$ cat config.mk
export PLATFORM = sky130hd
export DESIGN_NAME = dfdd_frame_sink_flat
export DESIGN_NICKNAME = d
export VERILOG_FILES = /design/src/rtl/dfdd_frame_sink_if.sv /design/src/rtl/dfdd_frame_sink.sv /design/src/flat_wrapper.sv
export SDC_FILE = /design/constraint.sdc
export NUM_CORES = 1
export LEC_CHECK = 0
export CAP_MARGIN = 20
export CORE_ASPECT_RATIO = 2
export CORE_UTILIZATION = 40
export DETAILED_ROUTE_END_ITERATION = 12
export HOLD_SLACK_MARGIN = 0.15
export PLACE_DENSITY = 0.54
export SLEW_MARGIN = 20
export SYNTH_ARGS = -nofsm -noshare
export SYNTH_HDL_FRONTEND = slang
export SYNTH_SLANG_ARGS = --single-unit
$ cat constraint.sdc
create_clock -name clk_i -period 6.24 [get_ports clk_i]
set_input_delay 1.248 -clock clk_i [delete_from_list [all_inputs] [get_ports clk_i]]
set_output_delay 1.248 -clock clk_i [all_outputs]
set_load 0.005 [all_outputs]
$ cat src/rtl/dfdd_frame_sink_if.sv
// rtl/dfdd_frame_sink_if.sv - framed output stream of the depth frame sink
interface dfdd_frame_sink_if #(
   parameter int FP_W = 16
);
   logic [2*FP_W-1:0] m_data_o;
   logic              m_mask_o;
   logic              m_sof_o;
   logic              m_eol_o;
   logic              m_eof_o;
   logic              m_valid_o;
   logic              m_ready_i;

   modport master (
      output m_data_o, m_mask_o, m_sof_o, m_eol_o, m_eof_o, m_valid_o,
      input  m_ready_i
   );

   modport slave (
      input  m_data_o, m_mask_o, m_sof_o, m_eol_o, m_eof_o, m_valid_o,
      output m_ready_i
   );
endinterface

$ cat src/rtl/dfdd_frame_sink.sv
// rtl/dfdd_frame_sink.sv - raster-checked, confidence-masked depth stream into a FWFT FIFO
module dfdd_frame_sink #(
   parameter int IMAGE_WIDTH  = 50,
   parameter int IMAGE_HEIGHT = 50,
   parameter int EXP_WIDTH    = 5,
   parameter int FRAC_WIDTH   = 10,
   parameter int FIFO_DEPTH   = 16,
   localparam int FP_W        = 1 + EXP_WIDTH + FRAC_WIDTH
) (
   input  logic                 clk_i,
   input  logic                 rst_i,
   input  logic [FP_W-1:0]      z_i,
   input  logic [FP_W-1:0]      c_i,
   input  logic [15:0]          col_i,
   input  logic [15:0]          row_i,
   input  logic                 valid_i,
   input  logic [FP_W-1:0]      c_threshold_i,
   input  logic                 clear_i,
   dfdd_frame_sink_if.master    m,
   output logic                 overflow_o,
   output logic                 seq_error_o,
   output logic [15:0]          frame_count_o
);
   localparam int AW = $clog2(FIFO_DEPTH);
   localparam int CW = AW + 1;
   localparam int EW = 2 * FP_W + 4;
   localparam logic [15:0] LAST_COL = 16'(IMAGE_WIDTH - 1);
   localparam logic [15:0] LAST_ROW = 16'(IMAGE_HEIGHT - 1);

   typedef enum logic [0:0] {SEEK_SOF, IN_FRAME} state_t;

   state_t        state_q, state_d;
   logic [15:0]   exp_col_q, exp_col_d;
   logic [15:0]   exp_row_q, exp_row_d;

   logic [EW-1:0] mem [FIFO_DEPTH];
   logic [AW-1:0] wr_ptr, rd_ptr;
   logic [CW-1:0] count;

   logic          is_origin, is_match, pix_eol, pix_eof, mask;
   logic          pop, full, can_push;
   logic          accept, sof, push, eof_push, seq_set, ovf_set;
   logic [FP_W-1:0] z_masked;
   logic [EW-1:0] entry, head;
   logic          out_valid;

   assign is_origin = (col_i == 16'd0) && (row_i == 16'd0);
   assign is_match  = (col_i == exp_col_q) && (row_i == exp_row_q);
   assign pix_eol   = (col_i == LAST_COL);
   assign pix_eof   = pix_eol && (row_i == LAST_ROW);
   // Sign bit forces a mask; otherwise magnitudes compare as unsigned integers.
   assign mask      = c_i[FP_W-1] || (c_i[FP_W-2:0] < c_threshold_i[FP_W-2:0]);
   assign z_masked  = mask ? '0 : z_i;
   assign entry     = {z_masked, c_i, mask, sof, pix_eol, pix_eof};

   assign out_valid = (count != '0);
   assign pop       = out_valid && m.m_ready_i;
   assign full      = (count == CW'(FIFO_DEPTH));
   assign can_push  = !full || pop;

   always_comb begin
      state_d   = state_q;
      exp_col_d = exp_col_q;
      exp_row_d = exp_row_q;
      accept    = 1'b0;
      sof       = 1'b0;
      seq_set   = 1'b0;
      ovf_set   = 1'b0;
      push      = 1'b0;
      eof_push  = 1'b0;

      if (valid_i) begin
         case (state_q)
            SEEK_SOF: begin
               if (is_origin) begin
                  accept = 1'b1;
                  sof    = 1'b1;
               end
            end
            IN_FRAME: begin
               if (is_match) begin
                  accept = 1'b1;
               end else begin
                  seq_set = 1'b1;
                  if (is_origin) begin
                     accept = 1'b1;
                     sof    = 1'b1;
                  end else begin
                     state_d = SEEK_SOF;
                  end
               end
            end
            default: state_d = SEEK_SOF;
         endcase
      end

      if (accept) begin
         if (can_push) begin
            push = 1'b1;
            if (pix_eof) begin
               eof_push = 1'b1;
               state_d  = SEEK_SOF;
            end else begin
               state_d = IN_FRAME;
            end
            if (pix_eol) begin
               exp_col_d = 16'd0;
               exp_row_d = row_i + 16'd1;
            end else begin
               exp_col_d = col_i + 16'd1;
               exp_row_d = row_i;
            end
         end else begin
            // No room: abandon the frame rather than emit a hole in it.
            ovf_set = 1'b1;
            state_d = SEEK_SOF;
         end
      end
   end

   always_ff @(posedge clk_i or posedge rst_i) begin
      if (rst_i) begin
         state_q   <= SEEK_SOF;
         exp_col_q <= 16'd0;
         exp_row_q <= 16'd0;
      end else begin
         state_q   <= state_d;
         exp_col_q <= exp_col_d;
         exp_row_q <= exp_row_d;
      end
   end

   always_ff @(posedge clk_i or posedge rst_i) begin
      if (rst_i) begin
         overflow_o    <= 1'b0;
         seq_error_o   <= 1'b0;
         frame_count_o <= 16'd0;
      end else begin
         overflow_o  <= ovf_set || (overflow_o && !clear_i);
         seq_error_o <= seq_set || (seq_error_o && !clear_i);
         if (clear_i) begin
            frame_count_o <= eof_push ? 16'd1 : 16'd0;
         end else if (eof_push) begin
            frame_count_o <= frame_count_o + 16'd1;
         end
      end
   end

   always_ff @(posedge clk_i or posedge rst_i) begin
      if (rst_i) begin
         wr_ptr <= '0;
         rd_ptr <= '0;
         count  <= '0;
      end else begin
         if (push) begin
            wr_ptr <= wr_ptr + AW'(1);
         end
         if (pop) begin
            rd_ptr <= rd_ptr + AW'(1);
         end
         case ({push, pop})
            2'b10:   count <= count + CW'(1);
            2'b01:   count <= count - CW'(1);
            default: count <= count;
         endcase
      end
   end

   always_ff @(posedge clk_i) begin
      if (push) begin
         mem[wr_ptr] <= entry;
      end
   end

   // Storage is not reset, so fields are gated to zero whenever the FIFO is empty.
   assign head        = out_valid ? mem[rd_ptr] : '0;
   assign m.m_data_o  = head[EW-1:4];
   assign m.m_mask_o  = head[3];
   assign m.m_sof_o   = head[2];
   assign m.m_eol_o   = head[1];
   assign m.m_eof_o   = head[0];
   assign m.m_valid_o = out_valid;
endmodule

$ cat src/flat_wrapper.sv
// flat-port wrapper written by rule: the top's interface ports become plain ports
module dfdd_frame_sink_flat 
#(
   parameter int IMAGE_WIDTH  = 50,
   parameter int IMAGE_HEIGHT = 50,
   parameter int EXP_WIDTH    = 5,
   parameter int FRAC_WIDTH   = 10,
   parameter int FIFO_DEPTH   = 16,
   localparam int FP_W        = 1 + EXP_WIDTH + FRAC_WIDTH
)
  (clk_i, rst_i, z_i, c_i, col_i, row_i, valid_i, c_threshold_i, clear_i, overflow_o, seq_error_o, frame_count_o, m_m_data_o, m_m_mask_o, m_m_sof_o, m_m_eol_o, m_m_eof_o, m_m_valid_o, m_m_ready_i);
  dfdd_frame_sink_if #(.FP_W(16)) m_i ();
  input  logic clk_i;
  input  logic rst_i;
  input  logic [FP_W-1:0] z_i;
  input  logic [FP_W-1:0] c_i;
  input  logic [15:0] col_i;
  input  logic [15:0] row_i;
  input  logic valid_i;
  input  logic [FP_W-1:0] c_threshold_i;
  input  logic clear_i;
  output logic overflow_o;
  output logic seq_error_o;
  output logic [15:0] frame_count_o;
  output wire logic [$bits(m_i.m_data_o)-1:0] m_m_data_o;
  output wire logic [$bits(m_i.m_mask_o)-1:0] m_m_mask_o;
  output wire logic [$bits(m_i.m_sof_o)-1:0] m_m_sof_o;
  output wire logic [$bits(m_i.m_eol_o)-1:0] m_m_eol_o;
  output wire logic [$bits(m_i.m_eof_o)-1:0] m_m_eof_o;
  output wire logic [$bits(m_i.m_valid_o)-1:0] m_m_valid_o;
  input wire logic [$bits(m_i.m_ready_i)-1:0] m_m_ready_i;
  assign m_m_data_o = m_i.m_data_o;
  assign m_m_mask_o = m_i.m_mask_o;
  assign m_m_sof_o = m_i.m_sof_o;
  assign m_m_eol_o = m_i.m_eol_o;
  assign m_m_eof_o = m_i.m_eof_o;
  assign m_m_valid_o = m_i.m_valid_o;
  assign m_i.m_ready_i = m_m_ready_i;
  dfdd_frame_sink #(.IMAGE_WIDTH(IMAGE_WIDTH), .IMAGE_HEIGHT(IMAGE_HEIGHT), .EXP_WIDTH(EXP_WIDTH), .FRAC_WIDTH(FRAC_WIDTH), .FIFO_DEPTH(FIFO_DEPTH)) u_core (.clk_i(clk_i), .rst_i(rst_i), .z_i(z_i), .c_i(c_i), .col_i(col_i), .row_i(row_i), .valid_i(valid_i), .c_threshold_i(c_threshold_i), .clear_i(clear_i), .m(m_i), .overflow_o(overflow_o), .seq_error_o(seq_error_o), .frame_count_o(frame_count_o));
endmodule
======== After elaboration in Yosys (flattened, before gate mapping) ========
Memory sizes are Yosys's and may differ from the RTL's.
Cells that the tools add are included.
word-level totals
  register bits ........................... 64
  memory bits (writable) .................. 576
  bits of input ports ..................... 85
  output and inout bits ................... 55
  logic and storage cells ................. 77
  memories ................................ 1
operators by class
  add/subtract/negate cells ............... 7
  $lt $le $gt $ge ......................... 1
  equality and inequality tests ........... 7
  multiplexer cells ....................... 32
  bitwise operators ....................... 1
  reduce and logical (&&, ||, !) cells .... 19
memories
  name        depth  width  rd ports  clocked after memory_dff  write ports  RTL line               text
  u_core.mem  16     36     1         0                         1            dfdd_frame_sink.sv:36  logic [EW-1:0] mem [FIFO_DEPTH];
operators by type and width
  kind                   count
  $mux 16                5
  $add 16x1->16 const B  3
  $mux 36                1
  $eq 16x16->1           2
  $eq 16x6->1 const B    2
  $logic_not 16->1       2
  $mux 1                 23
  $lt 15x15->1           1
  $pmux 5 s2             1
  $add 4x1->4 const B    2
  $logic_and 1x1->1      6
  $reduce_bool 2->1      3
  $add 5x1->5 const B    1
  $eq 5x5->1 const B     1
  $reduce_bool 5->1      1
  $sub 5x1->5 const B    1
  $logic_or 1x1->1       4
  $pmux 1 s2             2
  $eq 2x1->1 const B     1
  $eq 2x2->1 const B     1
  $logic_not 1->1        2
  $reduce_and 2->1       1
  $not 1->1              1

======== Depth between registers and ports, before layout ========
Gate-level depths: netlist of run 1.
  depth in word-level cells ............... 9
  gate-level depth with buffers ........... 14

======== Worst setup path before layout of run 1 ========
Ideal clock, no wire load.
  path kind ............................... input to register
  start ................................... input row_i[0]
  end ..................................... memory u_core.mem[11][0] (netlist name) (enable)
  setup time .............................. 0.519 ns
  arrival ................................. 6.119 ns
  data required time ...................... 5.721 ns
  setup slack ............................. -0.399 ns
  cell stages on the path ................. 10
  buffers on the path ..................... 3
  cell sequence ........................... clkbuf_1 inv_1 ha_1 nor4bb_1 nand4_1 nor3_4 o21ai_2 buf_6 clkbuf_1 nor4_1
on the way
  cells in the longest elaborated chain, start to end .. 9
  elaborated cells between the ends (all ways) .. 11
  classes of those cells .................. 1 x eq/ne; 7 x mux; 3 x reduce/logical
ends and longest elaborated chain
  what                            RTL line                                      text
  start: declaration              flat_wrapper.sv:18                            input logic [15:0] row_i;
  $logic_not 16->1                dfdd_frame_sink.sv:47                         assign is_origin = (col_i == 16'd0) && (row_i == 16'd0);
  $logic_and 1x1->1               dfdd_frame_sink.sv:47
  $mux 1                          dfdd_frame_sink.sv:75, dfdd_frame_sink.sv:85
  $mux 1                          dfdd_frame_sink.sv:81                         if (is_match) begin
  $pmux 1 s2 *                    dfdd_frame_sink.sv:73                         case (state_q)
  $mux 1 *                        dfdd_frame_sink.sv:72                         if (valid_i) begin
  $mux 1 *                        dfdd_frame_sink.sv:97                         if (accept) begin
  $mux 1 *                        dfdd_frame_sink.sv:170                        if (push) begin
  $mux 1 (not written as such) *  dfdd_frame_sink.sv:171                        mem[wr_ptr] <= entry;
  end: declaration                dfdd_frame_sink.sv:36
Mark *: on every way between the ends. The rest lies on a longest branch, timed or not.

======== Worst setup path after layout of run 1 ========
  start ................................... register u_core.rd_ptr[0]
  end ..................................... output m_m_data_o[22]
on the way
  cells in the longest elaborated chain, start to end .. 2
ends and longest elaborated chain
  what                      RTL line                text
  start: declaration        dfdd_frame_sink.sv:37   logic [AW-1:0] wr_ptr, rd_ptr;
  start signal: assignment  dfdd_frame_sink.sv:159  rd_ptr <= rd_ptr + AW'(1);
  $mem_v2 16x36             n/a
  $mux 36                   dfdd_frame_sink.sv:176  assign head = out_valid ? mem[rd_ptr] : '0;
  end: declaration          flat_wrapper.sv:25      output wire logic [$bits(m_i.m_data_o)-1:0] m_m_data_o;
Every way passes these cells.

==> results.rst, run 1 <==
.. list-table::
   :header-rows: 1

   * - Metric
     - Value
   * - Syn Nets
     - 1,479
   * - Antenna cell count
     - 0
   * - Final setup violation count
     - 0
   * - Most common cell after layout, fill and taps aside
     - sky130_fd_sc_hd__edfxtp_1
   * - Shortest period the worst path allows
     - 5.069 ns
   * - Area contributors post-synth
     - sky130_fd_sc_hd__edfxtp_1 (65%), sky130_fd_sc_hd__mux4_2 (15%), sky130_fd_sc_hd__dfrtp_1 (6.0%)
   * - Global-route total usage across every layer
     - 19.14%
   * - Number of nets in the final layout
     - 1,645
   * - DPL Wire Length
     - 34,190 um
   * - Final Core Density
     - 47.09%
   * - Critical Path End Type
     - output port
   * - Floorplan row count
     - 133
   * - Clock-pin slew of the registers on the worst-case setup and hold paths
     - 0.06 ns
   * - Final instance area
     - 0.03088 mm2
   * - Synthesized instance count
     - 1,364
   * - CP max stage delay
     - 1.01 ns
   * - Instance count along the most critical hold path
     - 1
   * - Synth cell types
     - 57
   * - Launch instance of the worst min-delay path
     - u_core.exp_col_q[5]
   * - Filler Cell Count
     - 5,634
   * - Unrepaired setup endpoints after global routing
     - no
   * - Number of synthesized register bits
     - 640
   * - Vias in the first global route
     - 14,674
   * - CTS tree
     - yes
   * - Run status
     - finished, final reports clean
   * - Register-to-Register Path Depth
     - 11
   * - Number of clock sinks seen by CTS
     - 640
   * - Height of the die
     - 365.9 um
   * - Most Frequent Cell on Critical Path
     - sky130_fd_sc_hd__mux4_2
   * - Cells along the critical path
     - buf_4, mux4_2, mux4_2, and2_1, clkdlybuf4s50_1
   * - R2r setup slk
     - 2.76 ns
   * - Post-DRT Antenna Nets
     - 0
   * - Starting density of the core
     - 40.39%
   * - Crit-path leading delay family
     - multiplexers
   * - Total via count after detailed routing
     - 13,255
   * - RePlAce Congestion
     - 0.7887
   * - Hold/Removal Path Class
     - reg2reg
   * - Maximum clock skew at final layout
     - 0.02640 ns
   * - Top flip-flop cell by instance count after synthesis
     - sky130_fd_sc_hd__edfxtp_1
   * - Total leakage power
     - 10.28 nW
   * - Worst vdd rail ir drop
     - 248.5 uV
   * - Maximum number of pins on one net before global-route repair
     - 65
   * - Instance area after placement
     - 0.02909 mm2
   * - Synthesized area divided by synthesized cell count
     - 19.42 um2
   * - Remaining global-route overflow
     - 0
   * - Core Region
     - 0.06557 mm2
   * - Synth area leader
     - sky130_fd_sc_hd__edfxtp_1
   * - Fraction of registers with async set/reset
     - 10.00%
   * - Path type of the worst setup path
     - reg2out
   * - WL per Instance
     - 25.30 um
   * - CTS hold repair buffers
     - 0
   * - # Max-Cap Violations
     - 0
   * - Slowest CP cell
     - sky130_fd_sc_hd__dfrtp_4
   * - Cell Area, Synth
     - 0.02648 mm2
   * - Via-per-instance ratio
     - 5.404
   * - Number of buffers on the longest clock path
     - 3
   * - Maximum fanout encountered on the critical timing path
     - 42
   * - Post-CTS Repair Setup Buffers
     - 0
   * - Final period utilization
     - 81.23%
   * - Seq/Total Area, Yosys
     - 71.36%
   * - PostCTS Resize Cnt
     - 0
   * - Max-slew violations
     - 0
   * - Destination of the worst register-to-register timing path
     - u_core.count[4]
   * - Area enclosed by the die boundary
     - 0.06731 mm2
   * - Starting DRC count in detailed routing
     - 817
   * - Critical path data required time
     - 4.99 ns
   * - Number of enable flip-flop cells after synthesis
     - 576
   * - Yosys top cell area share
     - 65.31%
   * - Pwr Density
     - 268.4 mW/mm2
   * - Count of yosys warnings during synthesis
     - 0
   * - Count of buffering cells on the critical path with inverters included
     - 2
   * - Layout-stage area growth over the synthesis result
     - 16.59%
   * - Worst R2R Start
     - u_core.count[0]
   * - Final hold slack
     - 0.5048 ns
   * - Hold-critical path endpoint
     - u_core.exp_col_q[5]
   * - Initial antenna violation count
     - 2
   * - Final hold violations
     - 0
   * - Worst rel slew slack
     - 28.76%
   * - Horizontal extent of the die
     - 184.0 um
   * - Crit path DAT
     - 3.82 ns
   * - Max Freq
     - 0.1973 GHz
   * - First-pass GRT wire length
     - 93,030 um
   * - Clk Tree Root Cell
     - sky130_fd_sc_hd__clkbuf_16
   * - Share of cells above drive strength 1
     - 22.27%
   * - Routed WL
     - 62,050 um
   * - DR DRC count
     - 0
   * - IO Pins
     - 140
   * - Post-layout total power
     - 8.288 mW
   * - Most used cells in the layout excluding fill and tap cells
     - sky130_fd_sc_hd__edfxtp_1 (576), sky130_fd_sc_hd__mux4_2 (180), sky130_fd_sc_hd__clkdlybuf4s50_1 (138)
   * - Worst Setup Start Kind
     - flip-flop
   * - PortBufs
     - 138
   * - Actual slew at the worst max-slew pin
     - 1.069 ns
   * - Num CTS Buffers
     - 56
   * - Detailed-routing iteration count for the pre-antenna-repair pass
     - 5
   * - H-tree lvl count
     - 2
   * - Insertion delay of the later-clocked pin in the worst-skew pair
     - 0.62 ns
## final cells by class
| class | instances | area, um2 | area share (%) |
|---|---|---|---|
| flip-flops and latches | 640 | 18910 | 61.25 |
| multi-input cells | 617 | 7197 | 23.31 |
| repair buffers | 178 | 1744 | 5.649 |
| clock buffers | 76 | 1526 | 4.944 |
| well taps | 877 | 1097 | 3.554 |
| clock inverters | 28 | 259.0 | 0.8388 |
| inverters | 37 | 140.1 | 0.4538 |
## worst max-delay path by stage
stage,from,endpoint,slack [ns],cells after the start
3_3_place_gp,c_i[1],u_core.mem[0][29],1.31,9
6_report,u_core.rd_ptr[0],m_m_data_o[22],1.17,5
5_1_grt,u_core.rd_ptr[0],m_m_data_o[22],0.94,5
4_1_cts,u_core.rd_ptr[0],m_m_data_o[22],1.04,5
3_5_place_dp,c_i[1],u_core.mem[6][33],1.07,9
2_1_floorplan,row_i[0],u_core.mem[11][0],-0.40,10
## sequential cells by signal, summed over array words and instances, names as in the netlist
name	cells
u_core.count	5
u_core.exp_col_q	16
u_core.exp_row_q	16
u_core.frame_count_o	16
u_core.mem	576
u_core.overflow_o	1
u_core.rd_ptr	4
u_core.seq_error_o	1
u_core.state_q	1
u_core.wr_ptr	4
## per-stage QoR
step,instances,setup TNS [ns],setup WS (ns)
3_3_place_gp,2349,0,1.313
2_1_floorplan,1364,-156.87,-0.3986
5_1_grt,2453,0,0.9373
4_1_cts,2453,0,1.044
6_report,2453,0,1.171
3_5_place_dp,2349,0,1.072
## logic make-up after synthesis
family                     count (synthesis)  synth area share [%]
and+or+nand+nor                          248                 5.343
adders and majority gates                 30                 1.446
buffers and inverters                    107                 1.876
AOI/OAI and AO/OA                         75                 1.762
muxes                                    187                 15.64
xor gates and xnor gates                  77                 2.575
DFF                                      640                 71.36
## synth_stat cells, drive strengths merged (2+ instances only)
| master | number |
|---|---|
| o21ai | 34 |
| nor3 | 14 |
| or2 | 2 |
| clkbuf | 33 |
| clkinv | 3 |
| and2 | 39 |
| dfrtp | 64 |
| or3 | 4 |
| ha | 29 |
| edfxtp | 576 |
| xnor2 | 61 |
| a31o | 5 |
| mux4 | 180 |
| nand4 | 19 |
| and4 | 8 |
| nor2b | 17 |
| nor4 | 25 |
| xor2 | 16 |
| inv | 34 |
| and3 | 7 |
| nand2b | 7 |
| buf | 37 |
| nor2 | 27 |
| mux2 | 5 |
| mux2i | 2 |
| nor3b | 3 |
| a21oi | 12 |
| nand2 | 51 |
| nand3 | 20 |
| o22ai | 2 |
| or4 | 3 |
| a21o | 15 |
## where the power goes
part           internal, mW  switching (mW)  leakage (nW)
clock network          1.85            1.57         0.876
registers              4.67    0.0000000215          6.40
logic                0.0781           0.120          3.00
total                  6.60            1.69          10.3
## metal layers
layer  part of all wire [%]  vias to the layer above  wire (um)  GRT usage, %
met5                      0                        -          0             0
met4                    3.4                        0       2088         7.099
met3                    4.3                      110       2678         2.654
met2                     54                      337      33640         34.79
met1                     38                     7013      23640         22.70
li1                       -                     5795          -             -
(Power assumes the default switching activity.)
==> inputs of run 2 (changes only) <==
--- a/config.mk
+++ b/config.mk
@@ -10,7 +10,7 @@
 export CORE_UTILIZATION = 40
 export DETAILED_ROUTE_END_ITERATION = 12
 export HOLD_SLACK_MARGIN = 0.15
-export PLACE_DENSITY = 0.54
+export PLACE_DENSITY = 0.56
 export SLEW_MARGIN = 20
 export SYNTH_ARGS = -nofsm -noshare
 export SYNTH_HDL_FRONTEND = slang
==> constraint.sdc (replaced) <==
create_clock -name clk_i -period 4.3 [get_ports clk_i]
set_input_delay 0.86 -clock clk_i [delete_from_list [all_inputs] [get_ports clk_i]]
set_output_delay 0.86 -clock clk_i [all_outputs]
set_load 0.005 [all_outputs]
==> results.rst, run 2 (synthesized netlist as in run 1, its figures left out) <==
.. list-table::
   :header-rows: 1

   * - Metric
     - Value
   * - Shortest period the worst path allows
     - 4.124 ns
   * - Sw Ratio
     - 19.74% (was 20.40%)
   * - Part of the power in the clock network
     - 40.9% (was 41.3%)
   * - Critical Path End Type
     - output port (unchanged)
   * - H-tree lvl count
     - 2 (unchanged)
   * - Max Freq
     - 0.2425 GHz
   * - Global-route total usage across every layer
     - 18.79% (was 19.14%)
   * - Maximum fanout encountered on the critical timing path
     - 58 (was 42)
   * - WL per Instance
     - 24.57 um (was 25.30 um)
   * - Initial antenna violation count
     - 0 (was 2)
   * - Run status
     - finished, final reports clean (unchanged)
   * - Antenna cell count
     - 0 (unchanged)
   * - Internal power of the cells
     - 9.619 mW (was 6.597 mW)
   * - Number of buffers on the longest clock path
     - 3 (unchanged)
   * - Remaining global-route overflow
     - 0 (unchanged)
   * - Number of clock sinks seen by CTS
     - 640 (unchanged)
   * - Via-per-instance ratio
     - 5.377 (was 5.404)
   * - Detailed-routing iteration count for the pre-antenna-repair pass
     - 5 (unchanged)
   * - Final hold slack
     - 0.4995 ns (was 0.5048 ns)
   * - Unrepaired setup endpoints after global routing
     - no (unchanged)
   * - Final instance area
     - 0.03168 mm2 (was 0.03088 mm2)
   * - Sequential share of power
     - 56.5% (was 56.3%)
   * - Starting DRC count in detailed routing
     - 851 (was 817)
   * - Final hold violations
     - 0 (unchanged)
   * - Worst Setup Start Kind
     - flip-flop (unchanged)
   * - Worst Slack Setup Final
     - 0.1755 ns (was 1.171 ns)
   * - First-pass GRT wire length
     - 91,850 um (was 93,030 um)
   * - Maximum clock skew at final layout
     - 0.01261 ns (was 0.02640 ns)
   * - Max-slew violations
     - 0 (unchanged)
   * - Actual slew at the worst max-slew pin
     - 1.025 ns (was 1.069 ns)
   * - Destination of the worst register-to-register timing path
     - u_core.count[4] (unchanged)
   * - Final period utilization
     - 95.92%
   * - Register ranked first by flip-flop count
     - u_core.mem (unchanged)
   * - Portion of total power attributed to combinational logic
     - 2.7% (was 2.4%)
   * - Total leakage power
     - 10.65 nW (was 10.28 nW)
   * - Launch instance of the worst min-delay path
     - u_core.count[4] (was u_core.exp_col_q[5])
   * - Vias in the first global route
     - 14,590 (was 14,674)
   * - Horizontal extent of the die
     - 184.0 um (unchanged)
   * - DPL Wire Length
     - 35,120 um (was 34,190 um)
   * - Core Region
     - 0.06557 mm2 (unchanged)
   * - Clock-pin slew of the registers on the worst-case setup and hold paths
     - 0.07 ns (was 0.06 ns)
   * - Layout-stage area growth over the synthesis result
     - 19.63% (was 16.59%)
   * - CTS hold repair buffers
     - 0 (unchanged)
   * - Most used cells in the layout excluding fill and tap cells
     - sky130_fd_sc_hd__edfxtp_1 (576), sky130_fd_sc_hd__mux4_2 (180), sky130_fd_sc_hd__clkdlybuf4s50_1 (138) (unchanged)
   * - CTS tree
     - yes (unchanged)
   * - Starting density of the core
     - 40.39% (unchanged)
   * - Number of cells after detailed placement
     - 2,401 (was 2,349)
   * - Post-DRT Antenna Nets
     - 0 (unchanged)
   * - Max reg flops
     - 576 (unchanged)
   * - Critical path data required time
     - 3.44 ns (was 4.99 ns)
   * - IO Pins
     - 140 (unchanged)
   * - Floorplan row count
     - 133 (unchanged)
   * - Instance area after placement
     - 0.02993 mm2 (was 0.02909 mm2)
   * - Num CTS Buffers
     - 54 (was 56)
   * - Pwr Density
     - 378.3 mW/mm2 (was 268.4 mW/mm2)
   * - Worst rel slew slack
     - 31.40% (was 28.76%)
   * - Non-filler instance count after layout
     - 2,499 (was 2,453)
   * - PortBufs
     - 138 (unchanged)
   * - Post-placement setup slack
     - 0.1513 ns (was 1.072 ns)
   * - Number of nets in the final layout
     - 1,695 (was 1,645)
   * - Maximum number of pins on one net before global-route repair
     - 60 (was 65)
   * - Worst R2R Start
     - u_core.count[0] (unchanged)
   * - Final Core Density
     - 48.32% (was 47.09%)
   * - Hold/Removal Path Class
     - reg2reg (unchanged)
   * - RePlAce Congestion
     - 0.8421 (was 0.7887)
   * - Area enclosed by the die boundary
     - 0.06731 mm2 (unchanged)
   * - R2r setup slk
     - 0.77 ns (was 2.76 ns)
   * - Height of the die
     - 365.9 um (unchanged)
   * - Worst vdd rail ir drop
     - 285.5 uV (was 248.5 uV)
   * - Switching pwr
     - 2.366 mW (was 1.691 mW)
   * - DR DRC count
     - 0 (unchanged)
   * - Path type of the worst setup path
     - reg2out (unchanged)
   * - Total via count after detailed routing
     - 13,437 (was 13,255)
   * - Register-to-Register Path Depth
     - 10 (was 11)
   * - Share of cells above drive strength 1
     - 24.48% (was 22.27%)
   * - PostCTS Resize Cnt
     - 0 (unchanged)
   * - # Max-Cap Violations
     - 0 (unchanged)
   * - Routed WL
     - 61,410 um (was 62,050 um)
   * - Insertion delay of the later-clocked pin in the worst-skew pair
     - 0.60 ns (was 0.62 ns)
   * - Post-CTS Repair Setup Buffers
     - 0 (unchanged)
   * - Hold-critical path endpoint
     - u_core.count[4] (was u_core.exp_col_q[5])
   * - Final setup violation count
     - 0 (unchanged)
   * - Crit path DAT
     - 3.26 ns (was 3.82 ns)
   * - Most common cell after layout, fill and taps aside
     - sky130_fd_sc_hd__edfxtp_1 (unchanged)
   * - Instance count along the most critical hold path
     - 1 (unchanged)
   * - Clk Tree Root Cell
     - sky130_fd_sc_hd__clkbuf_16 (unchanged)
==> run 2: changes by cell type in the layout (fill, tap and decap cells not counted), moves of 4 or more <==
cell                       change
sky130_fd_sc_hd__clkinv_2      -4
sky130_fd_sc_hd__nor4_2       -11
sky130_fd_sc_hd__buf_12       +28
sky130_fd_sc_hd__nor4_4       +11
sky130_fd_sc_hd__buf_4        +24
==> run 2: critical path, cell delays in order (launching register included) <==
cell                              delay, ns
sky130_fd_sc_hd__dfrtp_4               0.48
sky130_fd_sc_hd__buf_12                0.37
sky130_fd_sc_hd__mux4_2                0.58
sky130_fd_sc_hd__mux4_2                0.45
sky130_fd_sc_hd__and2_1                0.20
sky130_fd_sc_hd__clkdlybuf4s50_1       0.48
==> run 2: layer usage <==
layer	part of all wire (%)	vias to the layer above	track usage (%)
met2	55	346	35.02
met4	2.9	0	5.946
li1	-	5903	-
met5	0	-	0
met1	38	7108	22.28
met3	4.1	80	2.087
==> run 2: worst max path at each step <==
stage / from / endpoint / slack, ns / depth (start not counted)
floorplan: row_i[0] / u_core.mem[11][0] / -0.55 / 10
global placement: row_i[12] / u_core.count[4] / 0.13 / 12
detailed placement: row_i[12] / u_core.count[4] / 0.15 / 12
CTS: u_core.rd_ptr[0] / m_m_sof_o / 0.09 / 5
global route: u_core.rd_ptr[0] / m_m_data_o[22] / 0.03 / 5
finish: u_core.rd_ptr[0] / m_m_data_o[26] / 0.18 / 5
==> run 2: power groups by stage <==
stage | Sequential (mW) | Combinational [mW] | Clock, mW
3_5_place_dp | 6.90 | 0.324 | 0
5_1_grt | 6.76 | 0.354 | 5.21
4_1_cts | 6.77 | 0.325 | 5.01
2_1_floorplan | 6.90 | 0.114 | 0
3_3_place_gp | 6.90 | 0.315 | 0
6_report | 6.77 | 0.319 | 4.90
==> run 2: cell type report <==
class	count	area, um2
clock buffer	71	1466
clock inverter	27	290.3
fill	5623	33880
inverter	37	140.1
multi-input combinational	617	7293
sequential	640	18910
tap	877	1097
timing repair buffer	230	2485
==> run 2: through the flow <==
step                      total power, mW  setup TNS [ns]
final                               11.99               0
after global routing                12.33               0
after CTS                           12.11               0
after detailed placement            7.226               0
after global placement              7.217               0
after floorplan                     7.018         -196.43
